**src/rtl/key_conditioner_pkg.sv**
```systemverilog
// Shared constants for the push-button / slide-switch input conditioning stage.
// Keys are active-low, so the released level is 1.
package key_conditioner_pkg;

    localparam int NUM_KEYS            = 4;
    localparam int NUM_SW              = 10;
    localparam logic KEY_RELEASED      = 1'b1;
    localparam int DEBOUNCE_20MS_50MHZ = 1000000;
    localparam int DEBOUNCE_SIM_CYCLES = 4;

endpackage

```
**src/rtl/key_debounce.sv**
```systemverilog
// One push-button channel: two-flop synchroniser, stability counter, accepted level,
// single-cycle press pulse and press-toggle bit.
module key_debounce
    import key_conditioner_pkg::*;
#(
    parameter int DEBOUNCE_CYCLES = DEBOUNCE_20MS_50MHZ
) (
    input  logic clk,
    input  logic rst_n,
    input  logic i_key_raw,
    output logic o_clean,
    output logic o_press,
    output logic o_toggle
);

    localparam int CNT_W = $clog2(DEBOUNCE_CYCLES);
    localparam logic [CNT_W-1:0] CNT_MAX = CNT_W'(DEBOUNCE_CYCLES - 1);

    logic             r_s1;
    logic             r_s2;
    logic             r_stable;
    logic [CNT_W-1:0] r_cnt;
    logic             r_press;
    logic             r_toggle;

    always_ff @(posedge clk or negedge rst_n) begin
        if (!rst_n) begin
            r_s1     <= KEY_RELEASED;
            r_s2     <= KEY_RELEASED;
            r_stable <= KEY_RELEASED;
            r_cnt    <= '0;
            r_press  <= 1'b0;
            r_toggle <= 1'b0;
        end else begin
            r_s1    <= i_key_raw;
            r_s2    <= r_s1;
            r_press <= 1'b0;
            // Any agreement with the accepted level restarts the whole window.
            if (r_s2 == r_stable) begin
                r_cnt <= '0;
            end else if (r_cnt == CNT_MAX) begin
                r_stable <= r_s2;
                r_cnt    <= '0;
                if (r_s2 != KEY_RELEASED) begin
                    r_press  <= 1'b1;
                    r_toggle <= ~r_toggle;
                end
            end else begin
                r_cnt <= r_cnt + CNT_W'(1);
            end
        end
    end

    assign o_clean  = r_stable;
    assign o_press  = r_press;
    assign o_toggle = r_toggle;

endmodule

```
**src/rtl/key_conditioner.sv**
```systemverilog
// Conditions the raw DE-board push-buttons and slide switches for the HEX display stage:
// debounced active-low keys with press pulses/toggles, and plainly synchronised switches.
module key_conditioner
    import key_conditioner_pkg::*;
#(
    parameter int DEBOUNCE_CYCLES = DEBOUNCE_20MS_50MHZ
) (
    input  logic                CLOCK_50,
    input  logic                RST_N,
    input  logic [NUM_KEYS-1:0] KEY,
    input  logic [NUM_SW-1:0]   SW,
    output logic [NUM_KEYS-1:0] KEY_CLEAN,
    output logic [NUM_KEYS-1:0] KEY_PRESS,
    output logic [NUM_KEYS-1:0] KEY_TOGGLE,
    output logic [NUM_SW-1:0]   SW_SYNC
);

    logic [NUM_SW-1:0] r_sw_s1;
    logic [NUM_SW-1:0] r_sw_s2;

    for (genvar g = 0; g < NUM_KEYS; g++) begin : g_key
        key_debounce #(
            .DEBOUNCE_CYCLES(DEBOUNCE_CYCLES)
        ) u_key_debounce (
            .clk      (CLOCK_50),
            .rst_n    (RST_N),
            .i_key_raw(KEY[g]),
            .o_clean  (KEY_CLEAN[g]),
            .o_press  (KEY_PRESS[g]),
            .o_toggle (KEY_TOGGLE[g])
        );
    end

    // Switches are levels the user sets deliberately; no debounce needed.
    always_ff @(posedge CLOCK_50 or negedge RST_N) begin
        if (!RST_N) begin
            r_sw_s1 <= '0;
            r_sw_s2 <= '0;
        end else begin
            r_sw_s1 <= SW;
            r_sw_s2 <= r_sw_s1;
        end
    end

    assign SW_SYNC = r_sw_s2;

endmodule

```
**config.mk**
```make
export PLATFORM = sky130hd
export DESIGN_NAME = key_conditioner
export DESIGN_NICKNAME = d
export VERILOG_FILES = /design/src/rtl/key_conditioner_pkg.sv /design/src/rtl/key_debounce.sv /design/src/rtl/key_conditioner.sv
export SDC_FILE = /design/constraint.sdc
export NUM_CORES = 1
export LEC_CHECK = 0
export CORE_MARGIN = 10
export CORE_UTILIZATION = 35
export CTS_CLUSTER_DIAMETER = 50
export DETAILED_ROUTE_END_ITERATION = 10
export PLACE_DENSITY = 0.56
export RECOVER_POWER = 50
export SLEW_MARGIN = 20
export SYNTH_ARGS = -nofsm -noshare
export SYNTH_HDL_FRONTEND = slang
export SYNTH_SLANG_ARGS = --single-unit
```
**constraint.sdc**
```tcl
create_clock -name CLOCK_50 -period 2.3 [get_ports CLOCK_50]
set_input_delay 0.69 -clock CLOCK_50 [delete_from_list [all_inputs] [get_ports CLOCK_50]]
set_output_delay 0.69 -clock CLOCK_50 [all_outputs]
set_load 0.03 [all_outputs]
```
=== Word-level counts from Yosys, hierarchy flattened ===
Cells that the tools add are included.

* Memory bits (writable): 0
* Latch bits: 0
* Logic and storage cells: 78
* Bits of input ports: 16
* Output and inout bits: 22
* Memory bits (read-only): 0
* Memories: 0
* Bits in registers: 120

* Shifts and indexed selects: 0
* Bitwise logic cells: 12
* $add $sub $neg: 4
* Multiply operators: 0
* Divide/modulo/power cells: 0
* Mux-type cells: 20
* Order comparisons: 0
* Reduce and logical (&&, ||, !) cells: 8
* Equality and inequality tests: 8

{| class="wikitable"
|+ Operator list
! cell !! count
|-
| $mux W20 || 8
|-
| $add A20 B1 Y20 const B || 4
|-
| $eq A20 B20 Y1 const B || 4
|-
| $mux W1 || 12
|-
| $not A1 Y1 || 12
|-
| $reduce_and A3 Y1 || 4
|-
| $reduce_and A2 Y1 || 4
|-
| $eq A1 B1 Y1 || 4
|}

=== Logic depth before layout (Yosys ltp) ===
Gate-level depths: netlist of the first run.

* Depth after elaboration: 3
* Gate-level depth with buffers: 7

=== Modules after synthesis ===
A second synthesis of the first run with hierarchy kept.

* Cells, all modules: 488
* Area, all modules: 5255.0 um2

{| class="wikitable"
|+ Modules (own cells, without submodules)
! module !! instances !! area each (um2) !! cells each
|-
| key_debounce || 4 || 1188.6 || 117
|-
| key_conditioner || 1 || 500.5 || 20
|}

=== Least setup slack after synthesis of the first run ===
OpenSTA, ideal clock, no wires.

* Path type: register to register
* From: reg g_key[1].u_key_debounce.r_cnt[0]
* To: reg g_key[1].u_key_debounce.r_cnt[10]
* Buffers on the path: 1
* Data required time: 2.181 ns
* Path slack: 0.371 ns
* Setup time: 0.119 ns
* Stages on the path, launching flop included: 7
* Arrival time: 1.811 ns
* Cell sequence: dfrtp_1 ha_1 nand2_1 or4_4 o21bai_2 buf_4 nor2_1

* Cells in the longest elaborated chain, start to end: 3
* Elaborated cells between the ends (all ways): 4

{| class="wikitable"
|+ RTL lines
! element !! RTL line !! RTL
|-
| from (decl) || key_debounce.sv:22 || <nowiki>logic [CNT_W-1:0] r_cnt;</nowiki>
|-
| from (signal assigned) || key_debounce.sv:49 || <nowiki>r_cnt <= r_cnt + CNT_W'(1);</nowiki>
|-
| $add A20 B1 Y20 or $eq A20 B20 Y1 (tied branches) || key_debounce.sv:49, key_debounce.sv:41 ||
|-
| $mux W20 (*) || key_debounce.sv:41 || <nowiki>end else if (r_cnt == CNT_MAX) begin</nowiki>
|-
| $mux W20 (*) || key_debounce.sv:39 || <nowiki>if (r_s2 == r_stable) begin</nowiki>
|}

Every way passes the cells marked *; elsewhere a longest branch is shown, timed or not.
A chain may end at the register's enable or synchronous reset.

=== Final worst setup path of the first run ===
* From: reg r_sw_s2[0] (netlist: SW_SYNC[0])
* To: out SW_SYNC[0]

{| class="wikitable"
|+ RTL lines
! element !! RTL line !! RTL
|-
| from (decl) || key_conditioner.sv:19 || <nowiki>logic [NUM_SW-1:0] r_sw_s2;</nowiki>
|-
| from (signal assigned) || key_conditioner.sv:41 || <nowiki>r_sw_s2 <= r_sw_s1;</nowiki>
|-
| to (decl) || key_conditioner.sv:15 || <nowiki>output logic [NUM_SW-1:0] SW_SYNC</nowiki>
|}

No word-level cell between the ends.

==> reports/qor.csv, run 1 <==
metric;value;unit
post-synthesis simple-gate area fraction;22.4;%
final setup violating endpoints;0;
vias per cell;4.92;
gpl congestion;0.781;
Gate Count Post-Synth;502;
total power;5.13;mW
Worst-Skew Late Latency;0.42;ns
vias in the first global route;3730;
Crit path max-delay family;buffers and inverters;
leading post-synthesis cells by instance count;dfrtp_1, nor2_1, xnor2_1, nand3_1, nand2_1;
clk slew on worst S/H paths;0.05;ns
RSZ-0062 raised after global routing;no;
CP Depth;1;
critical path type;flip-flop to primary output;
Avg Inst Size Synth;10.6;um^2
# H-tree levels;4;
first-pass iteration count of the detailed router;4;
Synth area leaders;dfrtp_1, xnor2_1, dfstp_2;
Cell Rows;45;
Synth Area in Adders;1.87;%
Worst Path Required;1.61;ns
CP max stage delay;0.70;ns
I/O Buffers;37;
die span in y;144;um
EDFF count, synth;0;
Cell Chain, Critical Path;clkdlybuf4s50_1;
Leak;2.61;nW
ANT cells;0;
Core Footprint;15100;um^2
Inserted Clock Buffers;17;
Peak VDD IR;577;uV
synthesized flop and latch total;120;
synthesis-to-finish area growth;21.5;%
Fin. Hold Viols;0;
Pwr Density;790;nW/um^2
status;complete, no violations;
Synth Area in XOR/XNOR;9.68;%
Overflow after GRT;0;
CP arrival;1.48;ns
Peak Freq;460;MHz
initial antenna violation count;0;
Clock Power Share;54.0;%
Pint;4.08;mW
Final Cycle Share;94.5;%
final slew viol count;0;
post-synthesis compound-gate area fraction;4.48;%
first-pass GRT wire length;18300;um
antenna viol nets, final;0;
worst slew pin tran;0.992;ns
Mapped Area;5340;um^2
post-route minimum period;2.17;ns
Synth cell types;41;
Comb pwr share;3.3;%
total negative slack;0;ns
hpwl dp;7230;um
Detailed Route WL;10500;um
gr usage total;11.2;%
hold_buf cts;0;
vias after detailed routing;3682;
cts repair resizes;4;
die area;20600;um^2
TritonCTS clock tree;done;
remaining routing DRC violations;0;
Post-CTS Setup Inserts;0;
Max-Cap Viols;0;
switching power;1.05;mW
slowest stage cell, crit path;clkdlybuf4s50_1;
largest net degree at the start of global routing;38;
mux cell area share after synthesis;1.03;%
Synth Flop Type;dfrtp_1;
Seq/Total Area, Yosys;56.5;%
clock buffer depth;2;
I/O pin count;38;
Worst setup SP type;flip-flop;
R2R cell count;6;
Worst Hold Class;input pin to asynchronous set/reset pin;
cell with the most instances after synthesis;dfrtp_1;
Syn Nets;526;
Sw Share;20.4;%
CP Capture Type;primary output;
Reg power frac;42.7;%
die width;144;um
Synth warnings;0;
clock skew;0.00530;ns
Buf/Inv on CP;1;
routed length per instance;14.0;um
Nets;572;
Starting Density;35.4;%
fraction of registers with async set/reset;100;%
Yosys top cell area share;50.6;%
Sink Count;120;
Yosys top cell by area;dfrtp_1;
cell at the root of the clock tree;clkbuf_16;
crit path max fanout;1;
largest family of logic cells by synthesized area;simple AND/OR/NAND/NOR gates;
DRT iter0 DRCs;168;
headroom to the max-slew limit;33.9;%
share of post-route cells with drive strength above 1;12.1;%
==> state kept, by name (all words and copies together) (netlist names) <==
register	flops
g_key.u_key_debounce.r_cnt	80
SW_SYNC	10
r_sw_s1	10
g_key.u_key_debounce.o_clean	4
g_key.u_key_debounce.o_press	4
g_key.u_key_debounce.o_toggle	4
g_key.u_key_debounce.r_s1	4
g_key.u_key_debounce.r_s2	4
==> placed cells by master, fill, tap and decap left out, types with 7 or more instances in the layout <==
cell,netlist,final
clkbuf_16,0,17
nor2_1,81,81
buf_4,13,8
dfstp_2,12,12
ha_1,8,8
nor3_1,20,20
xnor2_1,46,46
xor2_1,13,13
o31ai_1,7,7
nand4_1,16,16
dfrtp_1,108,108
a21oi_1,16,16
or4_1,10,10
inv_1,22,22
nand3_1,28,28
nand2_1,25,25
clkdlybuf4s50_1,0,18
nor4_1,19,19
dlygate4sd3_1,0,14
==> logic make-up after synthesis <==
kind of cell	count (synthesis)
AOI/OAI and AO/OA	36
muxes	5
buffers and inverters	43
xor gates and xnor gates	59
and+or+nand+nor	231
DFF	120
adders and majority gates	8
==> power groups by stage <==
stage | Combinational, mW | Sequential (mW) | Clock [mW]
floorplan | 0.0571 | 2.24 | 0
CTS | 0.193 | 2.19 | 2.85
detailed placement | 0.192 | 2.22 | 0
global route | 0.195 | 2.19 | 2.94
finish | 0.172 | 2.19 | 2.77
global placement | 0.189 | 2.22 | 0
==> layout make-up <==
type                    instances  area (um^2)
clock buffers                  23          468
clock inverters                 9          148
fillers                      1421         8600
inverters                      22         82.6
multi-input cells             339         2100
flip-flops and latches        120         3020
well taps                     188          235
repair buffers                 48          434
==> metrics by stage <==
step | hold WS, ns | std cells | area, um^2 | util (%) | setup WS [ns]
floorplan | 0.331 | 502 | 5340 | - | 0.371
global placement | 0.333 | 717 | 5920 | 39.2 | 0.318
detailed placement | 0.336 | 717 | 5920 | 39.2 | 0.254
CTS | 0.219 | 749 | 6530 | 43.3 | 0.0952
global route | 0.351 | 749 | 6490 | 43.0 | 0.0760
finish | 0.346 | 749 | 6490 | 43.0 | 0.127
==> per-layer routing <==
layer / global-route usage (%) / up-vias / wire, um
li1: - / 1816 / -
met1: 14.1 / 1794 / 5220
met2: 16.7 / 55 / 4640
met3: 3.80 / 17 / 418
met4: 5.64 / 0 / 216
met5: 0 / - / 0
==> final timing paths <==
| check | startpoint | end | slack (ns) |
|---|---|---|---|
| worst max-delay path | SW_SYNC[0] | SW_SYNC[0] | 0.13 |
| worst min-delay path | RST_N | SW_SYNC[3] | 0.35 |
| worst max register to register | g_key[0].u_key_debounce.r_cnt[0] | g_key[0].u_key_debounce.r_cnt[2] | 0.25 |
| worst min register to register | r_sw_s1[3] | SW_SYNC[3] | 0.35 |
| max in group asynchronous | RST_N | g_key[2].u_key_debounce.r_cnt[2] | 0.58 |
| min in group CLOCK_50 | r_sw_s1[3] | SW_SYNC[3] | 0.35 |
Power figures use the tool's default switching activity.
==> run 2: changes to the inputs <==
- CORE_MARGIN: 10 -> 1.5
==> run 2 against run 1 <==
Routed wire length is 3.3% lower. Die area is 22% lower. Combinational power is 3% higher. Via count is 0.81% higher. Clock-buffer cell count stayed put. Utilization is 1.2 points higher. Clock power is 4% higher. Setup slack better by 0.025 ns.
==> reports/qor.csv, run 2 (synthesis gave the netlist of run 1 again) <==
metric;value;unit
status;complete, no violations;
RSZ-0062 raised after global routing;no;
total negative slack;0;ns
GR peak layer;met2;
TritonCTS clock tree;done;
most common cell after layout, fill and taps aside;dfrtp_1;
Crit path max-delay family;buffers and inverters;
critical path type;flip-flop to primary output;
Nets;568;
hold_buf cts;0;
fin area;6500;um^2
# H-tree levels;4;
DRT iter0 DRCs;262;
worst slew pin tran;1.35;ns
Starting Density;36.3;%
clk slew on worst S/H paths;0.05;ns
headroom to the max-slew limit;10.1;%
I/O Buffers;37;
Worst Hold Class;input pin to asynchronous set/reset pin;
Core Footprint;14700;um^2
Inserted Clock Buffers;17;
vias per cell;5.01;
cell at the root of the clock tree;clkbuf_16;
clock skew;0.00520;ns
Buf/Inv on CP;1;
Fin. Hold Viols;0;
Pwr Density;807;nW/um^2
Worst-Skew Late Latency;0.41;ns
antenna viol nets, final;0;
Detailed Route WL;10100;um
vias after detailed routing;3712;
CP arrival;1.46;ns
die area;16000;um^2
Peak VDD IR;545;uV
Area after DPL;5880;um^2
register with the highest flop count;g_key.u_key_debounce.r_cnt;
final slew viol count;0;
Max-Cap Viols;0;
Cell Chain, Critical Path;clkdlybuf4s50_1;
Worst Path Required;1.61;ns
initial antenna violation count;0;
gr usage total;14.0;%
synthesis-to-finish area growth;21.8;%
first-pass GRT wire length;17800;um
met1 Use GR;17.9;%
Fillers;1351;
most frequent cells in the layout;dfrtp_1, nor2_1, xnor2_1;
share of post-route cells with drive strength above 1;11.7;%
Worst setup SP type;flip-flop;
Leak;2.62;nW
final setup violating endpoints;0;
vias in the first global route;3715;
I/O pin count;38;
CP Capture Type;primary output;
die width;127;um
CP max stage delay;0.69;ns
Non-Filler Instances;741;
GRT met3 Usage;4.85;%
met2 usage;22.1;%
max reg flops;80;
placed cells;709;
die span in y;127;um
ANT cells;0;
crit path max fanout;1;
Peak Freq;465;MHz
first-pass iteration count of the detailed router;4;
Overflow after GRT;0;
Cell Rows;44;
gpl congestion;0.756;
Hold Slack;0.182;ns
slowest stage cell, crit path;clkdlybuf4s50_1;
hpwl dp;6900;um
largest net degree at the start of global routing;60;
Sink Count;120;
clock buffer depth;2;
Final Cycle Share;93.4;%
remaining routing DRC violations;0;
routed length per instance;13.7;um
post-route minimum period;2.15;ns
## run 2: cell types whose count changed in the layout (fill, tap and decap cells not counted)
| cell | before | now |
|---|---|---|
| buf_12 | 0 | 1 |
| buf_4 | 8 | 5 |
| bufinv_16 | 4 | 5 |
| clkbuf_1 | 5 | 4 |
| clkbuf_2 | 3 | 1 |
| clkbuf_8 | 2 | 3 |
| clkdlybuf4s50_1 | 18 | 32 |
| clkinvlp_4 | 1 | 0 |
| dlygate4sd3_1 | 14 | 0 |
## run 2: repair_timing
action	in CTS	in global routing
setup buffers	0	0
endpoints found under the setup margin	4	0
gates resized for setup	4	0
## run 2: cell type report
type	instances	area (um^2)	area share [%]
clock inverters	9	170	2.62
clock buffers	23	478	7.35
repair buffers	44	422	6.48
flip-flops and latches	120	3020	46.4
multi-input cells	339	2100	32.4
well taps	184	230	3.54
inverters	22	82.6	1.27
## run 2: report_power, final
group          leakage, nW  internal (mW)  switching [mW]  total, mW
Clock                0.321           2.00           0.882       2.88
Combinational        0.718         0.0677           0.110      0.178
Sequential            1.58           2.16          0.0274       2.19
Total                 2.62           4.23            1.02       5.25
## run 2: final timing paths
kind / start / end / slack [ns] / depth (start not counted)
worst max-delay path: SW_SYNC[6] / SW_SYNC[6] / 0.15 / 1
worst min-delay path: RST_N / SW_SYNC[1] / 0.18 / 1
worst max register to register: g_key[0].u_key_debounce.r_cnt[0] / g_key[0].u_key_debounce.r_cnt[18] / 0.23 / 6
worst min register to register: r_sw_s1[7] / SW_SYNC[7] / 0.35 / 0
max in group asynchronous: RST_N / g_key[2].u_key_debounce.r_cnt[17] / 0.48 / 2
min in group CLOCK_50: r_sw_s1[7] / SW_SYNC[7] / 0.35 / 0
## run 2: through the flow
| stage | utilization, % | total power [mW] | setup WS [ns] |
|---|---|---|---|
| finish | 44.3 | 5.25 | 0.152 |
| global route | 44.3 | 5.46 | 0.0633 |
| CTS | 44.4 | 5.34 | 0.126 |
| detailed placement | 40.0 | 2.41 | 0.246 |
| global placement | 40.0 | 2.41 | 0.282 |
| floorplan | - | 2.29 | 0.371 |
## run 2: layer usage
layer  up-vias  share of wire (%)
met5         -                  0
met4         0                1.4
met3        12                4.4
met2        62                 47
met1      1820                 47
li1       1818                  -
